--- config.mk ---
export PLATFORM = sky130hd
export DESIGN_NAME = nrisc_pc_unit
export DESIGN_NICKNAME = d
export VERILOG_FILES = /design/src/rtl/nrisc_pc_unit.sv
export SDC_FILE = /design/constraint.sdc
export NUM_CORES = 1
export LEC_CHECK = 0
export CORE_MARGIN = 4
export CORE_UTILIZATION = 45
export CTS_BUF_LIST = sky130_fd_sc_hd__clkbuf_8
export CTS_CLUSTER_SIZE = 8
export DETAILED_ROUTE_END_ITERATION = 10
export DONT_BUFFER_PORTS = 1
export GPL_TIMING_DRIVEN = 0
export MAX_ROUTING_LAYER = met4
export PLACE_DENSITY = 0.63
export SYNTH_ARGS = -nofsm -noshare
export SYNTH_HDL_FRONTEND = slang
export SYNTH_SLANG_ARGS = --single-unit
--- constraint.sdc ---
create_clock -name i_clk -period 4.47 [get_ports i_clk]
set_clock_uncertainty 0.1 [all_clocks]
set_input_delay 0.894 -clock i_clk [delete_from_list [all_inputs] [get_ports i_clk]]
set_output_delay 0.894 -clock i_clk [all_outputs]
set_load 0.05 [all_outputs]
--- src/rtl/nrisc_pc_unit.sv ---
// Program counter and next-PC sequencer for the 8-bit nRisc core.
// Owns the fetch address, the halt state and a saturating retired-instruction counter.
module nrisc_pc_unit #(
  parameter int                  PC_WIDTH     = 8,
  parameter logic [PC_WIDTH-1:0] RESET_VECTOR = '0,
  parameter int                  CNT_WIDTH    = 16
) (
  input  logic                 i_clk,
  input  logic                 i_rst_n,
  input  logic                 i_stall,
  input  logic                 i_pAND,
  input  logic [PC_WIDTH-1:0]  i_branch_target,
  input  logic                 i_jump_en,
  input  logic [PC_WIDTH-1:0]  i_jump_target,
  input  logic                 i_halt_req,
  output logic [PC_WIDTH-1:0]  o_pc,
  output logic [PC_WIDTH-1:0]  o_pc_plus1,
  output logic                 o_fetch_valid,
  output logic                 o_halted,
  output logic                 o_wrapped,
  output logic [CNT_WIDTH-1:0] o_retired
);

  typedef enum logic [1:0] {
    ST_BOOT = 2'd0,
    ST_RUN  = 2'd1,
    ST_HALT = 2'd2
  } state_t;

  state_t               r_state;
  logic [PC_WIDTH-1:0]  r_pc;
  logic                 r_fetch_valid;
  logic                 r_halted;
  logic                 r_wrapped;
  logic [CNT_WIDTH-1:0] r_retired;

  logic [PC_WIDTH-1:0]  w_pc_plus1;
  logic [CNT_WIDTH-1:0] w_retired_next;

  assign w_pc_plus1     = r_pc + PC_WIDTH'(1);
  // The counter sticks at all-ones instead of rolling over.
  assign w_retired_next = (&r_retired) ? r_retired : r_retired + CNT_WIDTH'(1);

  always_ff @(posedge i_clk) begin
    if (!i_rst_n) begin
      r_state       <= ST_BOOT;
      r_pc          <= RESET_VECTOR;
      r_fetch_valid <= 1'b0;
      r_halted      <= 1'b0;
      r_wrapped     <= 1'b0;
      r_retired     <= '0;
    end else begin
      case (r_state)
        ST_BOOT: begin
          r_state       <= ST_RUN;
          r_fetch_valid <= 1'b1;
        end
        ST_RUN: begin
          if (!i_stall) begin
            r_retired <= w_retired_next;
            if (i_halt_req) begin
              r_state       <= ST_HALT;
              r_halted      <= 1'b1;
              r_fetch_valid <= 1'b0;
            end else if (i_jump_en) begin
              r_pc <= i_jump_target;
            end else if (i_pAND) begin
              r_pc <= i_branch_target;
            end else begin
              // Only a sequential step off all-ones counts as a wrap.
              r_pc <= w_pc_plus1;
              if (&r_pc) r_wrapped <= 1'b1;
            end
          end
        end
        ST_HALT: begin
          r_state <= ST_HALT;
        end
        default: begin
          r_state       <= ST_BOOT;
          r_fetch_valid <= 1'b0;
          r_halted      <= 1'b0;
        end
      endcase
    end
  end

  assign o_pc          = r_pc;
  assign o_pc_plus1    = w_pc_plus1;
  assign o_fetch_valid = r_fetch_valid;
  assign o_halted      = r_halted;
  assign o_wrapped     = r_wrapped;
  assign o_retired     = r_retired;

endmodule

==> results_dict.tcl <==
set metrics [dict create \
    outcome "finished, final reports clean" \
    fin_setup_tns_ps 0 \
    synthSimpleGateAreaFrac_pct 32.58 \
    ant_nets 0 \
    rows 22 \
    clkTransAtPathRegs_ps 60 \
    p_leak_nw 0.7028 \
    wirelength_met1_um 1789 \
    cts_buffers 5 \
    yosysSeqAreaShare_pct 34.04 \
    async_flop_share_pct 0 \
    vdd_drop_max_v 0.0003103 \
    met3_length_um 365 \
    cts_root_buf "clkbuf_8" \
    place_area_um2 1765 \
    rsz0062_at_grt "no" \
    syn-num-nets 238 \
    drive_above_1_share_pct 6.849 \
    yosysTopAreaCellShare_pct 34.04 \
    routabilityCongestion 0.7676 \
    final_common_cell "dfxtp_1" \
    diodes 0 \
    grt_max_degree 11 \
    die_h_um 69.56 \
    multi_input_area_um2 1046 \
    cp_data_required_time_ps 3480 \
    worstSkewPairLatency_ps 270 \
    core_um2 3661 \
    layout_common_cells "dfxtp_1 (29), nand2_1 (21), a21oi_1 (21)" \
    syn_inst 211 \
    crit_arrival_ps 2550 \
    htreeDepth 2 \
    syn_area_um2 1705 \
    cts_tree "done" \
    yosys.area_share.adder_pct 3.668 \
    vias 1587 \
    synth.distinct_cells 42 \
    max_slew_margin_pct 20.77 \
    muxShareOfSynthArea_pct 5.282 \
    fin_area_um2 1848 \
    synth_edf_count 0 \
    die_w_um 69.56 \
    drt_iter0_drc 105 \
    crit_fanout 7 \
    clock_sinks 29 \
    initial_core_util_pct 46.58 \
    postCtsSetupRepairBufs 0 \
    tightest_slew_ps 1180 \
    avgRoutedWirePerCell_um 16.29 \
    synth_xor_area_share_pct 2.568 \
    dr_wl_met2_um 2146 \
    synth_top_family_by_area "simple AND/OR/NAND/NOR gates" \
    track_usage_pct 18.98 \
    ys_top_cells_by_area "dfxtp_1 (34%), a21oi_1 (6.2%), mux2i_1 (5.3%)" \
    portBuffers 0 \
    timing.fmax_mhz 282.0 \
    final-setup-viol-count 0 \
    fillers 362 \
    yosys_register_bits 29 \
    syn_avg_cell_area_um2 8.082 \
    slew_violations 0 \
    holdPathStages 2 \
    register_area_um2 580.6 \
    pwr_density_cell_nw_per_um2 412.8 \
    dieArea_um2 4839 \
    wirelength_um 4349 \
    path_class "register to output pin" \
    grt_pass1_wl_um 7293 \
    cts_buffer_depth 2 \
    hp-class "register to register" \
    antenna_found_initial 0 \
    finalCritPeriodShare_pct 79.33 \
    hold_buffers 0 \
    grt_pass1_vias 1543 \
    io_pins 57 \
    crit_path_start_kind "register" \
    drv_cap 0 \
    drc_errors 0 \
    synth_flop_cell "dfxtp_1" \
    yosysWarnings 0 \
    cts_resized 0 \
    dp_hpwl_um 3221 \
    finalCriticalPeriod_ps 3546 \
    yosysTopAreaCell "dfxtp_1" \
    overflow 0 \
    r2r_cells 5 \
    synth_compound_area_share_pct 17.24 \
    end_kind "output pin" \
    top_layer_used "met4" \
    hold_violations 0 \
    via_per_inst 5.944 \
    area_delta_synth_final_pct 8.364 \
    dr.pass1.iters 4 \
    nNetsFinal 245 \
]
## Yosys cell counts, types with 2 or more instances
master and n:
a211oi_1 2, o31ai_1 2, inv_1 6, dfxtp_1 29
buf_4 2, xnor2_1 4, nand4_1 8, nor3_1 7
clkbuf_1 7, nand3_1 15, or4_1 2, a21oi_1 21
and3_1 5, or3_1 3, and4_1 5, nand2_1 21
nor2_1 9, o211ai_1 6, ha_1 5, nand2b_1 12
mux2i_1 9, o21ai_0 11
## state kept, by name, summed over array words and instances (netlist names)
register	flops
o_retired	16
o_wrapped	1
o_fetch_valid	1
o_pc	8
o_halted	1
r_state	2
## stage by stage
stage / total power, mW / setup WS (ps) / cells / util [%] / hold WS [ps]
5_1_grt: 0.8119 / 802.9 / 267 / 50.48 / 437.7
3_5_place_dp: 0.5638 / 1221 / 259 / 48.22 / 402.3
2_1_floorplan: 0.5262 / 1429 / 211 / - / 373.2
3_3_place_gp: 0.5514 / 1250 / 259 / 48.22 / 382.9
6_report: 0.7629 / 924.0 / 267 / 50.48 / 410.4
4_1_cts: 0.7704 / 923.0 / 267 / 50.48 / 410.5
## worst max-delay path, stage by stage, from the launching register on
cell and delay (ps):
dfxtp_1 760, ha_1 440, nand3_1 130, xnor2_1 940
## metal layers
| layer | vias up | GRT usage, % |
|---|---|---|
| li1 | 792 | - |
| met1 | 737 | 20.97 |
| met2 | 54 | 31.57 |
| met3 | 4 | 6.812 |
| met4 | 0 | 6.508 |
| met5 | - | - |
## path summary, 6_finish.rpt
kind / slack (ps) / startpoint / end
worst max-delay path: 920 / o_pc[0]$_SDFFE_PN0P_ / o_pc_plus1[4]
worst min-delay path: 410 / r_state[1]$_SDFFE_PN0P_ / r_state[1]$_SDFFE_PN0P_
worst max register to register: 1710 / o_pc[0]$_SDFFE_PN0P_ / o_pc[4]$_SDFFE_PN0P_
worst min register to register: 410 / r_state[1]$_SDFFE_PN0P_ / r_state[1]$_SDFFE_PN0P_
## cell families after synthesis
| group | Yosys count |
|---|---|
| multiplexers | 9 |
| AO/OA/AOI/OAI | 49 |
| flip-flops | 29 |
| AND/OR/NAND/NOR | 97 |
| buffers and inverters | 17 |
| XOR/XNOR | 5 |
| adder cells (fa/ha/maj) | 5 |
## area by class of cell
type / instances / area share, %
multi-input combinational: 165 / 56.60
buffer: 10 / 2.844
sequential: 29 / 31.42
clock buffer: 5 / 3.724
inverter: 7 / 1.422
tap: 48 / 3.250
clock inverter: 3 / 0.7448
## where the power goes
part | total [mW] | internal, mW | leakage (nW) | switching [mW]
clock | 0.206 | 0.105 | 0.0491 | 0.101
sequential | 0.374 | 0.285 | 0.235 | 0.0890
combinational | 0.183 | 0.0647 | 0.419 | 0.119
No activity file was read; power rests on OpenSTA's default activity.
